**config.mk**
```make
export PLATFORM = sky130hd
export DESIGN_NAME = ov7670_stream_tx_flat
export DESIGN_NICKNAME = d
export VERILOG_FILES = /design/src/rtl/ov7670_tx_pkg.sv /design/src/rtl/ov7670_stream_tx_if.sv /design/src/rtl/ov7670_pclk_gen.sv /design/src/rtl/ov7670_stream_tx.sv /design/src/flat_wrapper.sv
export SDC_FILE = /design/constraint.sdc
export NUM_CORES = 1
export LEC_CHECK = 0
export BUFFER_PORTS_ARGS = -buffer_cell sky130_fd_sc_hd__buf_2
export CAP_MARGIN = 10
export CORE_ASPECT_RATIO = 1.75
export CORE_UTILIZATION = 40
export CTS_BUF_LIST = sky130_fd_sc_hd__clkbuf_16
export CTS_CLUSTER_SIZE = 30
export DETAILED_ROUTE_END_ITERATION = 10
export HOLD_SLACK_MARGIN = 0.06
export PLACE_DENSITY = 0.68
export SETUP_SLACK_MARGIN = 0.2
export SYNTH_ARGS = -nofsm -noshare
export SYNTH_HDL_FRONTEND = slang
export SYNTH_SLANG_ARGS = --single-unit
```
**constraint.sdc**
```tcl
create_clock -name sysclk -period 4 [get_ports sysclk]
set_clock_uncertainty 0.2 [all_clocks]
set_input_delay 0.4 -clock sysclk [delete_from_list [all_inputs] [get_ports sysclk]]
set_output_delay 0.4 -clock sysclk [all_outputs]
set_load 0.01 [all_outputs]
```
**src/rtl/ov7670_tx_pkg.sv**
```systemverilog
// Shared types and helpers for the OV7670-format transmitter.
// RGB565 pixels leave the block as two bytes, high byte first.
package ov7670_tx_pkg;

    typedef enum logic [2:0] {
        S_IDLE,
        S_VSYNC,
        S_VBACK,
        S_ACTIVE,
        S_VFRONT
    } tx_state_t;

    function automatic logic [7:0] rgb565_hi(input logic [15:0] px);
        return {px[15:11], px[10:8]};
    endfunction

    function automatic logic [7:0] rgb565_lo(input logic [15:0] px);
        return {px[7:5], px[4:0]};
    endfunction

endpackage

```
**src/rtl/ov7670_stream_tx_if.sv**
```systemverilog
// Valid/ready pixel stream feeding the OV7670 transmitter.
interface ov7670_stream_tx_if;
    logic        s_valid;
    logic [15:0] s_data;
    logic        s_ready;

    modport master (output s_valid, output s_data, input s_ready);
    modport slave  (input s_valid, input s_data, output s_ready);
endinterface

```
**src/rtl/ov7670_pclk_gen.sv**
```systemverilog
// Free-running pixel clock: PCLK_HALF cycles low, PCLK_HALF high.
// Ticks flag the sysclk cycle that registers each PCLK edge.
module ov7670_pclk_gen #(
    parameter int PCLK_HALF = 3
) (
    input  logic sysclk,
    input  logic n_rst,
    output logic pclk,
    output logic fall_tick,
    output logic rise_tick
);
    localparam int CW = (PCLK_HALF > 1) ? $clog2(PCLK_HALF) : 1;
    localparam logic [CW-1:0] CNT_LAST = CW'(PCLK_HALF - 1);

    logic [CW-1:0] cnt_q, cnt_d;
    logic          pclk_q, pclk_d;
    logic          wrap;

    assign wrap = (cnt_q == CNT_LAST);

    always_comb begin
        cnt_d  = wrap ? '0 : cnt_q + CW'(1);
        pclk_d = wrap ? ~pclk_q : pclk_q;
    end

    always_ff @(posedge sysclk or negedge n_rst) begin
        if (!n_rst) begin
            cnt_q  <= '0;
            pclk_q <= 1'b0;
        end else begin
            cnt_q  <= cnt_d;
            pclk_q <= pclk_d;
        end
    end

    assign pclk      = pclk_q;
    assign fall_tick = wrap & pclk_q;
    assign rise_tick = wrap & ~pclk_q;
endmodule

```
**src/rtl/ov7670_stream_tx.sv**
```systemverilog
// RGB565 stream to OV7670 parallel bus (PCLK/VSYNC/HREF/D).
// Bus registers advance only on the PCLK falling edge.
module ov7670_stream_tx
    import ov7670_tx_pkg::*;
#(
    parameter int WIDTH       = 640,
    parameter int HEIGHT      = 480,
    parameter int H_BLANK     = 288,
    parameter int VSYNC_LINES = 3,
    parameter int V_BACK      = 17,
    parameter int V_FRONT     = 10,
    parameter int PCLK_HALF   = 3
) (
    input  logic               sysclk,
    input  logic               n_rst,
    input  logic               enable,
    ov7670_stream_tx_if.slave  s,
    output logic               cam_PCLK,
    output logic               cam_VSYNC,
    output logic               cam_HREF,
    output logic [7:0]         cam_D,
    output logic               busy,
    output logic               frame_done,
    output logic               underrun
);
    localparam int LINE_BYTES  = 2 * WIDTH + H_BLANK;
    localparam int FRAME_LINES = VSYNC_LINES + V_BACK + HEIGHT + V_FRONT;
    localparam int BW = $clog2(LINE_BYTES);
    localparam int LW = $clog2(FRAME_LINES);

    localparam logic [BW-1:0] LAST_BYTE = BW'(LINE_BYTES - 1);
    localparam logic [BW-1:0] ACT_BYTES = BW'(2 * WIDTH);
    localparam logic [LW-1:0] L_VS_END  = LW'(VSYNC_LINES - 1);
    localparam logic [LW-1:0] L_VB_END  = LW'(VSYNC_LINES + V_BACK - 1);
    localparam logic [LW-1:0] L_ACT_END = LW'(VSYNC_LINES + V_BACK + HEIGHT - 1);
    localparam logic [LW-1:0] L_LAST    = LW'(FRAME_LINES - 1);

    if (WIDTH < 1 || HEIGHT < 1 || H_BLANK < 1 || VSYNC_LINES < 1 ||
        V_BACK < 0 || V_FRONT < 0 || PCLK_HALF < 1) begin : g_bad_param
        $error("ov7670_stream_tx: parameter below its minimum");
    end

    logic fall_tick;
    logic pclk_rise_unused;

    ov7670_pclk_gen #(.PCLK_HALF(PCLK_HALF)) u_pclk (
        .sysclk    (sysclk),
        .n_rst     (n_rst),
        .pclk      (cam_PCLK),
        .fall_tick (fall_tick),
        .rise_tick (pclk_rise_unused)
    );

    tx_state_t     state_q, state_d;
    logic [BW-1:0] byte_q, byte_d;
    logic [LW-1:0] line_q, line_d;
    logic [15:0]   pix_q, pix_d;
    logic          under_q, under_d;
    logic          vs_q, vs_d;
    logic          href_q, href_d;
    logic [7:0]    d_q, d_d;
    logic          done_q, done_d;
    logic          eof;
    logic          slot;

    always_comb begin
        state_d   = state_q;
        byte_d    = byte_q;
        line_d    = line_q;
        pix_d     = pix_q;
        under_d   = under_q;
        vs_d      = vs_q;
        href_d    = href_q;
        d_d       = d_q;
        done_d    = 1'b0;
        eof       = 1'b0;
        slot      = 1'b0;
        s.s_ready = 1'b0;

        if (fall_tick) begin
            if (state_q == S_IDLE) begin
                if (enable) begin
                    state_d = S_VSYNC;
                    byte_d  = '0;
                    line_d  = '0;
                end
            end else if (byte_q == LAST_BYTE) begin
                byte_d = '0;
                line_d = line_q + LW'(1);
                unique case (state_q)
                    S_VSYNC:
                        if (line_q == L_VS_END)
                            state_d = (V_BACK > 0) ? S_VBACK : S_ACTIVE;
                    S_VBACK:
                        if (line_q == L_VB_END) state_d = S_ACTIVE;
                    S_ACTIVE:
                        if (line_q == L_ACT_END) begin
                            if (V_FRONT > 0) state_d = S_VFRONT;
                            else             eof = 1'b1;
                        end
                    S_VFRONT:
                        if (line_q == L_LAST) eof = 1'b1;
                    default: ;
                endcase
                if (eof) begin
                    state_d = enable ? S_VSYNC : S_IDLE;
                    line_d  = '0;
                    done_d  = 1'b1;
                end
            end else begin
                byte_d = byte_q + BW'(1);
            end

            // Outputs describe the byte-time that starts at this edge
            if (state_q != S_VSYNC && state_d == S_VSYNC) under_d = 1'b0;
            slot   = (state_d == S_ACTIVE) && (byte_d < ACT_BYTES);
            vs_d   = (state_d == S_VSYNC);
            href_d = slot;
            d_d    = 8'h00;
            if (slot && !byte_d[0]) begin
                s.s_ready = s.s_valid;
                pix_d     = s.s_valid ? s.s_data : 16'h0000;
                under_d   = under_q | ~s.s_valid;
                d_d       = rgb565_hi(pix_d);
            end else if (slot) begin
                d_d = rgb565_lo(pix_q);
            end
        end
    end

    always_ff @(posedge sysclk or negedge n_rst) begin
        if (!n_rst) begin
            state_q <= S_IDLE;
            byte_q  <= '0;
            line_q  <= '0;
            pix_q   <= '0;
            under_q <= 1'b0;
            vs_q    <= 1'b0;
            href_q  <= 1'b0;
            d_q     <= '0;
            done_q  <= 1'b0;
        end else begin
            state_q <= state_d;
            byte_q  <= byte_d;
            line_q  <= line_d;
            pix_q   <= pix_d;
            under_q <= under_d;
            vs_q    <= vs_d;
            href_q  <= href_d;
            d_q     <= d_d;
            done_q  <= done_d;
        end
    end

    assign cam_VSYNC  = vs_q;
    assign cam_HREF   = href_q;
    assign cam_D      = d_q;
    assign busy       = (state_q != S_IDLE);
    assign frame_done = done_q;
    assign underrun   = under_q;
endmodule
```
**src/flat_wrapper.sv**
```systemverilog
// flat-port wrapper written by rule: the top's interface ports become plain ports
module ov7670_stream_tx_flat import ov7670_tx_pkg::*;
#(
    parameter int WIDTH       = 640,
    parameter int HEIGHT      = 480,
    parameter int H_BLANK     = 288,
    parameter int VSYNC_LINES = 3,
    parameter int V_BACK      = 17,
    parameter int V_FRONT     = 10,
    parameter int PCLK_HALF   = 3
)
  (sysclk, n_rst, enable, cam_PCLK, cam_VSYNC, cam_HREF, cam_D, busy, frame_done, underrun, s_s_valid, s_s_data, s_s_ready);
  ov7670_stream_tx_if s_i ();
  input  logic sysclk;
  input  logic n_rst;
  input  logic enable;
  output logic cam_PCLK;
  output logic cam_VSYNC;
  output logic cam_HREF;
  output logic [7:0] cam_D;
  output logic busy;
  output logic frame_done;
  output logic underrun;
  input wire logic [$bits(s_i.s_valid)-1:0] s_s_valid;
  input wire logic [$bits(s_i.s_data)-1:0] s_s_data;
  output wire logic [$bits(s_i.s_ready)-1:0] s_s_ready;
  assign s_i.s_valid = s_s_valid;
  assign s_i.s_data = s_s_data;
  assign s_s_ready = s_i.s_ready;
  ov7670_stream_tx #(.WIDTH(WIDTH), .HEIGHT(HEIGHT), .H_BLANK(H_BLANK), .VSYNC_LINES(VSYNC_LINES), .V_BACK(V_BACK), .V_FRONT(V_FRONT), .PCLK_HALF(PCLK_HALF)) u_core (.sysclk(sysclk), .n_rst(n_rst), .enable(enable), .s(s_i), .cam_PCLK(cam_PCLK), .cam_VSYNC(cam_VSYNC), .cam_HREF(cam_HREF), .cam_D(cam_D), .busy(busy), .frame_done(frame_done), .underrun(underrun));
endmodule
```
Yosys cells after proc, flatten, opt, wreduce, memory -nomap -nowiden

Cells that the tools add are included.

Equal/unequal tests: 14
Reduce and logical (&&, ||, !) cells: 11
Add/sub/neg operators: 3
Muxes and demuxes: 35
Bitwise logic cells: 4
Magnitude comparators: 1

Operators by type and width:

| kind                                                | count |
|---|---|
| two-way mux 11 bit                                  | 4 |
| two-way mux 9 bit                                   | 4 |
| two-way mux 3 bit                                   | 8 |
| equality test 9 bit, second input constant          | 2 |
| two-way mux 16 bit                                  | 1 |
| two-way mux 8 bit                                   | 2 |
| two-way mux 1 bit                                   | 14 |
| adder 11 x 1 -> 11 bit, second input constant       | 1 |
| equality test 11 bit, second input constant         | 1 |
| less-than comparator 11 bit, second input constant  | 1 |
| adder 9 x 1 -> 9 bit, second input constant         | 1 |
| equality test 3 x 2 -> 1 bit, second input constant | 3 |
| equality test 9 x 2 -> 1 bit, second input constant | 1 |
| equality test 9 x 5 -> 1 bit, second input constant | 1 |
| one-hot mux 3 bit (3 select lines)                  | 1 |
| equality test 3 x 1 -> 1 bit, second input constant | 2 |
| AND reduction 2 bit                                 | 2 |
| nonzero test 2 bit                                  | 2 |
| equality test 3 bit, second input constant          | 1 |
| logical AND 1 bit                                   | 3 |
| logical NOT 3 bit                                   | 1 |
| != test 3 x 1 -> 1 bit, second input constant       | 1 |
| AND reduction 3 bit                                 | 1 |
| nonzero test 3 bit                                  | 1 |
| other kinds (8)                                     | 9 |

Bits of input ports: 20
Word-level logic and storage cells: 79
Flip-flop bits (word level): 46

Longest topological paths before layout

Gate-level depths: netlist of run 1.

Word-level depth: 15
Gate-level depth with buffers: 10
Depth with buffers taken out: 9

Modules after synthesis

A second synthesis of run 1 with hierarchy kept.

Cell total of the unflattened synthesis: 286
Area, all modules: 2705.1 µm²

Modules (own cells, without submodules):

| module           | area an instance (µm²) | instances | cells each |
|---|---|---|---|
| ov7670_stream_tx | 2578.7                 | 1         | 276 |
| ov7670_pclk_gen  | 126.4                  | 1         | 10 |

Least setup slack after synthesis of run 1

OpenSTA, ideal clock, no wires.

Path type: register to output
From: register u_core.byte_q[0]
To: output port s_s_ready
Data required time: 3.400 ns
Arrival time: 2.268 ns
Stages on the path, launching flop included: 8
Setup slack: 1.132 ns
Cell sequence: dfrtp_1 ha_1 nand4_4 nor3_4 mux2_2 o21ai_1 o21ai_4 nor4_4

Cells in the longest elaborated chain, start to end: 9
Elaborated cells between the ends (all ways): 16
Those cells by class: add/sub (1); order compare (1); eq/ne (2); mux (9); reduce/logical (3)

RTL lines:

| item                                                                               | RTL line                                        | source |
|---|---|---|
| start, declared                                                                    | ov7670_stream_tx.sv:55                          | `logic [BW-1:0] byte_q, byte_d;` |
| start signal, assigned                                                             | ov7670_stream_tx.sv:144                         | `byte_q <= byte_d;` |
| adder 11 x 1 -> 11 bit / equality test 11 bit (equally long branches)              | ov7670_stream_tx.sv:111, ov7670_stream_tx.sv:87 |  |
| two-way mux 11 bit / two-way mux 3 bit (equally long branches)                     | ov7670_stream_tx.sv:87                          | `end else if (byte_q == LAST_BYTE) begin` |
| two-way mux 11 bit / two-way mux 3 bit (equally long branches)                     | ov7670_stream_tx.sv:81                          | `if (state_q == S_IDLE) begin` |
| two-way mux 11 bit / two-way mux 3 bit (equally long branches)                     | ov7670_stream_tx.sv:80                          | `if (fall_tick) begin` |
| less-than comparator 11 bit / equality test 3 x 2 -> 1 bit (equally long branches) | ov7670_stream_tx.sv:116                         | `slot = (state_d == S_ACTIVE) && (byte_d < ACT_BYTES);` |
| logical AND 1 bit                                                                  | ov7670_stream_tx.sv:116                         |  |
| logical AND 1 bit *                                                                | ov7670_stream_tx.sv:120                         | `if (slot && !byte_d[0]) begin` |
| two-way mux 1 bit *                                                                | ov7670_stream_tx.sv:120                         |  |
| two-way mux 1 bit *                                                                | ov7670_stream_tx.sv:80                          |  |
| end, declared                                                                      | flat_wrapper.sv:26                              | `output wire logic [$bits(s_i.s_ready)-1:0] s_s_ready;` |

Mark *: on every way between the ends. The rest lies on a longest branch, timed or not. The select of a mux whose other input is x is not followed.

Worst setup path in the final report of run 1

Ends and elaborated chain as after synthesis.

==> reports/metrics.cfg, run 1 <==
[logic_synthesis]
synth-async-reset-ratio_pct = 100
syn_avg_cell_area_um2 = 9.90
yosys_register_bits = 46
syn_nets = 287
synth_cell_types = 61
syn_inst = 263
ys_warn_count = 0
synth_edf_count = 0
ys_seq_area_share_pct = 44.2
synthFlopType = dfrtp_1
synth_area_mm2 = 0.00260

[clock_network]
htreeDepth = 2
insertion_delay_ns = 0.28
ctsHoldBuffers = 0
clkSlewWorstSetupHoldPaths_ns = 0.06
cts_tree = yes
cts.sinks = 46
clock-root-buffer = clkbuf_16
cts_buffers = 5
clock_path_buffers = 2

[routing]
dr.pass1.iters = 4
route.detailed.drc = 0
routed_via_density = 5.59
ant_nets = 0
wl_per_cell_um = 15.4
vias = 2117
wirelength_mm = 5.84
drt_iter0_drc = 96

[global_route]
grt_pass1_vias = 2116
grt_max_degree = 47
antenna_found_initial = 0
grt_overflow = 0
grt_pass1_wl_mm = 9.96
gr-usage-all-layers_pct = 18.6

[layout]
multi_input_area_mm2 = 0.00136
diodes = 0
layout.nets = 323
ff_latch_area_mm2 = 0.00115
fin_cells = 379
syn2layout_area_growth_pct = 15.0
fill_cells = 582
drive_gt1_share_pct = 23.1

[placement]
placed_cells = 369
gp_congestion = 0.842
dp_hpwl_mm = 4.44
io_buffers = 34

[worst_setup_path]
critPathCaptureType = output port
r2r-end = u_core.pix_q[3]
worstSetupPathType = flop to output port
path_cells = ha_1 > nand4_4 > nor3_4 > mux2_2 > o21ai_1 > o21ai_4 > nor4_4 > buf_2
cp_max_fo = 14
slowest_delay_ns = 0.47
required_ns = 3.40
r2r_start = u_core.byte_q[0]
cp.arrival_ns = 2.97
rr_worst_depth = 8
cp-start-kind = flop
critPathSlowestCell = nor4_4
rrSetupSlack_ns = 0.85

[sta]
setup_viol = 0
period_needed_ns = 3.57
tightest_slew_ns = 1.01
slew_headroom_pct = 32.6
fin_tns_setup_ns = 0
hold_violations = 0
period_share_pct = 89.4
max_freq_mhz = 280
rsz0062_at_grt = no
slew_violations = 0

[floorplan]
coreArea_mm2 = 0.00623
start_util_pct = 41.8
die_w_um = 63.0
num_rows = 38
die_height_um = 109
ios = 35
dieArea_mm2 = 0.00685

[pwr]
p_clk_share_pct = 33.4
pwr-share-comb_pct = 21.5
switching_share_pct = 31.7
ir_drop_uv = 238
p_sw_w = 0.000370
p_leak_nw = 1.36
powerDensity_mw_per_mm2 = 391
p_int_w = 0.000798
power.share.sequential_pct = 45.1

[min_path]
hold_path_class = input port to async pin

[status]
outcome = completed

[run]
drv_cap = 0

==> critical path, delay by kind of cell (launching register included) <==
family / cells / cell delay [ns]
compound gates: 2 / 0.40
mux: 1 / 0.38
buf+inv: 1 / 0.21
simple gates: 3 / 0.99
flops: 1 / 0.42
fa+ha+maj: 1 / 0.29
==> worst max path at each step <==
stage	from	endpoint	slack, ns
after global placement	u_core.byte_q[0]	s_s_ready	0.71
after detailed placement	u_core.byte_q[0]	s_s_ready	0.63
after CTS	u_core.byte_q[0]	s_s_ready	0.32
final	u_core.byte_q[0]	s_s_ready	0.43
after global routing	u_core.byte_q[0]	s_s_ready	0.25
after floorplan	u_core.byte_q[0]	s_s_ready	1.13
==> cell usage in the layout, fill, tap and decap left out, drive strengths merged, types with 4 or more instances in the layout <==
cell type | netlist | final
a21oi | 12 | 12
a221o | 8 | 8
and2 | 11 | 11
and4 | 4 | 4
buf | 5 | 40
clkbuf | 6 | 5
dfrtp | 46 | 46
ha | 4 | 4
inv | 9 | 9
nand2 | 26 | 26
nand3 | 6 | 6
nand4 | 8 | 8
nor2 | 18 | 18
nor2b | 6 | 6
nor3 | 5 | 5
o21ai | 29 | 29
o31ai | 13 | 13
or3 | 4 | 4
xnor2 | 4 | 4
==> area by class of cell <==
type / count / area share, %
sequential: 46 / 38.5
multi-input combinational: 197 / 45.3
inverter: 9 / 1.13
tap: 80 / 3.35
timing repair buffer: 40 / 7.19
clock buffer: 5 / 4.18
clock inverter: 2 / 0.335
==> stage by stage <==
step | setup slack [ns] | utilization, % | instance area (µm²) | power [W] | hold slack, ns
floorplan | 1.13 | - | 2600 | 0.000706 | -0.0956
global placement | 0.714 | 45.5 | 2830 | 0.000782 | 0.254
detailed placement | 0.626 | 45.5 | 2830 | 0.000789 | 0.272
CTS | 0.324 | 47.7 | 2970 | 0.00118 | 0.129
global route | 0.251 | 48.0 | 2990 | 0.00123 | 0.152
finish | 0.425 | 48.0 | 2990 | 0.00117 | 0.0894
==> synth_stat cells (4+ instances only) <==
library cell / n / share of area [%]
dfrtp_1: 46 / 44
nand2_1: 26 / 3.7
nor2_1: 18 / 2.6
o21ai_0: 18 / 3.5
o31ai_1: 13 / 3.7
and2_1: 11 / 2.6
a21oi_1: 10 / 1.9
a221o_1: 8 / 3.1
inv_1: 8 / 1.2
o21ai_2: 8 / 2.7
clkbuf_1: 6 / 0.87
nand3_1: 6 / 1.2
nand4_1: 6 / 1.4
nor2b_1: 6 / 1.4
and4_1: 4 / 1.3
ha_1: 4 / 1.9
or3_1: 4 / 0.96
xnor2_1: 4 / 1.3
==> what timing repair did <==
action / in CTS / in global routing
gates resized for setup: 0 / 0
endpoints found under the setup margin: 0 / 1
buffers inserted: 0 / 3
==> flip-flops by register name, indices dropped and copies added (netlist names) <==
| signal | cells |
|---|---|
| u_core.cam_HREF | 1 |
| u_core.cam_D | 8 |
| u_core.pix_q | 8 |
| u_core.frame_done | 1 |
| u_core.cam_VSYNC | 1 |
| u_core.u_pclk.pclk | 1 |
| u_core.state_q | 3 |
| u_core.byte_q | 11 |
| u_core.line_q | 9 |
| u_core.u_pclk.cnt_q | 2 |
| u_core.underrun | 1 |
==> logic make-up after synthesis <==
family / after synthesis / share of synthesized area (%)
flops: 46 / 44.2
buf+inv: 20 / 3.65
mux: 2 / 0.817
simple gates: 108 / 25.2
fa+ha+maj: 4 / 1.92
xor+xnor: 7 / 2.36
compound gates: 76 / 21.8
==> metal layers <==
layer / up-vias / GRT usage (%) / share of wire (%)
met5: - / 0 / 0
met2: 52 / 35.3 / 54
met1: 1012 / 19.3 / 40
met4: 0 / 9.30 / 2.6
met3: 15 / 2.93 / 3.2
li1: 1038 / - / -
==> power by group through the flow <==
stage	clock network, W	registers (W)	logic (W)
global placement	0	0.000533	0.000249
floorplan	0	0.000528	0.000178
CTS	0.000402	0.000527	0.000254
detailed placement	0	0.000536	0.000253
finish	0.000390	0.000527	0.000251
global route	0.000423	0.000531	0.000278
Power figures use the tool's default switching activity.
==> inputs of run 2 (changes only) <==
Settings changed: BUFFER_PORTS_ARGS -buffer_cell sky130_fd_sc_hd__buf_2 to default, DONT_BUFFER_PORTS from default to 1, PLACE_DENSITY 0.68 to 0.63.
==> run 2 against run 1 <==
Power is 2.3% higher. Flip-flop and latch count stayed put. Final cell count is 4.7% lower. Wire length is 2.6% higher. Sequential share of layout area is 0.26 points lower. Setup slack better by 0.039 ns. Design area is 0.67% higher. Critical path type unchanged.
==> reports/metrics.cfg, run 2 (same netlist as run 1, synthesis figures left out) <==
[pwr]
power.share.sequential_pct = 44.3  ; -0.8 points
ir_drop_uv = 192  ; -19%
total_power_w = 0.00120  ; +2.3%
switching_share_pct = 32.2  ; +0.57 points
pwr-share-comb_pct = 20.3  ; -1.2 points
p_leak_nw = 1.27  ; -6.5%
powerDensity_mw_per_mm2 = 397  ; +1.6%
p_sw_w = 0.000385  ; +4.2%
p_clk_share_pct = 35.4  ; +2.0 points
p_int_w = 0.000810  ; +1.5%

[status]
outcome = completed

[floorplan]
die_w_um = 63.0  ; unchanged
die_height_um = 109  ; unchanged
num_rows = 38  ; unchanged
coreArea_mm2 = 0.00623  ; unchanged
ios = 35  ; unchanged
dieArea_mm2 = 0.00685  ; unchanged
start_util_pct = 41.8  ; unchanged

[layout]
mostFrequentLayoutCells = dfrtp_1 (46), nand2_1 (26), nor2_1 (18), o21ai_0 (18), dlygate4sd3_1 (17)
fin_cells = 361  ; -4.7%
layout.nets = 304  ; -5.9%
syn2layout_area_growth_pct = 15.7
mostFrequentLayoutCell = dfrtp_1
largest_registers = u_core.byte_q (11), u_core.line_q (9)
top_register = u_core.byte_q
largest_reg_flops = 11  ; unchanged
fin_area_mm2 = 0.00301  ; +0.67%
drive_gt1_share_pct = 12.1  ; -11 points
diodes = 0  ; unchanged

[clock_network]
post-cts-setup-buffers = 0  ; unchanged
htreeDepth = 2  ; unchanged
cts_tree = yes
post_cts_resized = 0  ; unchanged
cts_buffers = 5  ; unchanged
clock_path_buffers = 2  ; unchanged
clkSlewWorstSetupHoldPaths_ns = 0.06  ; about the same
insertion_delay_ns = 0.30  ; +0.02 ns
clock-root-buffer = clkbuf_16
cts.sinks = 46  ; unchanged

[global_route]
gr-usage-all-layers_pct = 19.0  ; +0.45 points
grt_max_degree = 47  ; unchanged
grt_overflow = 0  ; unchanged
grt_pass1_wl_mm = 10.1  ; +1.1%
grt_pass1_vias = 2074  ; -2.0%
antenna_found_initial = 0  ; unchanged

[min_path]
min_from = s_s_data[12]
hold_path_class = input port to flop

[sta]
period_share_pct = 88.4  ; -0.99 points
slew_headroom_pct = 57.6  ; +25 points
max_freq_mhz = 283  ; +1.1%
tightest_slew_ns = 0.632  ; -0.380 ns
rsz0062_at_grt = no
hold_violations = 0  ; unchanged
period_needed_ns = 3.54  ; -0.0394 ns
setup_viol = 0  ; unchanged
fin_tns_setup_ns = 0  ; unchanged
slew_violations = 0  ; unchanged

[worst_setup_path]
critPathSlowestCell = nor4_4
path_cells = ha_1 > nand4_4 > nor3_4 > mux2_2 > o21ai_1 > o21ai_4 > nor4_4
startpoint = u_core.byte_q[0]
critPathCaptureType = output port
slowest_delay_ns = 0.63  ; +0.16 ns
required_ns = 3.40  ; about the same
cp.arrival_ns = 2.94  ; -0.03 ns
worstSetupPathType = flop to output port
cp-start-kind = flop
r2r_start = u_core.byte_q[0]
cp_max_fo = 14  ; unchanged

[routing]
wl_per_cell_um = 16.6  ; +7.7%
dr.pass1.iters = 6  ; +2
route.detailed.drc = 0  ; unchanged
routed_via_density = 5.77  ; +3.3%
drt_iter0_drc = 136  ; +42%
wirelength_mm = 5.99  ; +2.6%
vias = 2084  ; -1.6%
ant_nets = 0  ; unchanged

[placement]
dp_hpwl_mm = 4.11  ; -7.5%
placed_cells = 335  ; -9.2%
io_buffers = 0  ; -100%
place_area_mm2 = 0.00266  ; -6.0%
gp_congestion = 0.836  ; -0.71%

[run]
drv_cap = 0  ; unchanged

==> run 2: changes by cell type in the layout (fill, tap and decap cells not counted), moves of 2 or more <==
| cell | delta |
|---|---|
| clkinv_2 | -2 |
| buf_2 | -34 |
| buf_4 | -3 |
| dlygate4sd3_1 | +17 |
==> run 2: what timing repair did <==
action | 4_1_cts | 5_1_grt
endpoints found under the hold margin | 61 | 0
hold buffers | 18 | 0
endpoints found under the setup margin | 0 | 0
==> run 2: area by class of cell <==
type | count | area (µm²)
inverter | 9 | 33.8
clock buffer | 5 | 125
clock inverter | 3 | 25.0
timing repair buffer | 21 | 220
sequential | 46 | 1150
multi-input combinational | 197 | 1360
fill | 577 | 3220
tap | 80 | 100
==> run 2: metal layers <==
metal | wire (µm) | vias to the layer above | part of all wire [%] | global-route usage [%]
li1 | - | 1002 | - | -
met5 | 0 | - | 0 | 0
met2 | 3260 | 48 | 54 | 34.3
met4 | 158 | 0 | 2.6 | 10.3
met1 | 2350 | 1023 | 39 | 20.1
met3 | 223 | 11 | 3.7 | 4.39
==> run 2: power by group through the flow <==
stage	Clock, W	Combinational, W	Sequential, W
after CTS	0.000437	0.000245	0.000528
after global placement	0	0.000212	0.000537
after detailed placement	0	0.000217	0.000538
after global routing	0.000451	0.000279	0.000535
after floorplan	0	0.000178	0.000528
final	0.000423	0.000243	0.000530
==> run 2: path summary, 6_finish.rpt <==
check                                              end  slack [ns]  depth (start not counted)
worst max-delay path                         s_s_ready        0.46                          7
worst min-delay path                   u_core.cam_D[4]        0.07                          1
worst max register to register         u_core.cam_D[6]        0.82                          8
worst min register to register  u_core.u_pclk.cnt_q[0]        0.28                          1
max in group asynchronous              u_core.cam_D[6]        2.94                          2
min in group asynchronous             u_core.cam_VSYNC        0.42                          2
==> run 2: worst max-delay path, delay by kind of cell (launching register included) <==
kind                       cells  cell delay (ns)
adders and majority gates      1             0.30
DFF                            1             0.43
AOI/OAI and AO/OA              2             0.39
and+or+nand+nor                3             1.15
muxes                          1             0.38
==> run 2: metrics by stage <==
step / hold WS (ns) / utilization (%) / setup slack [ns]
final: 0.0729 / 48.4 / 0.465
after global routing: 0.0840 / 48.4 / 0.244
after CTS: 0.0774 / 48.4 / 0.467
after detailed placement: -0.0944 / 42.8 / 0.788
after global placement: -0.0943 / 42.8 / 0.851
after floorplan: -0.0956 / - / 1.13
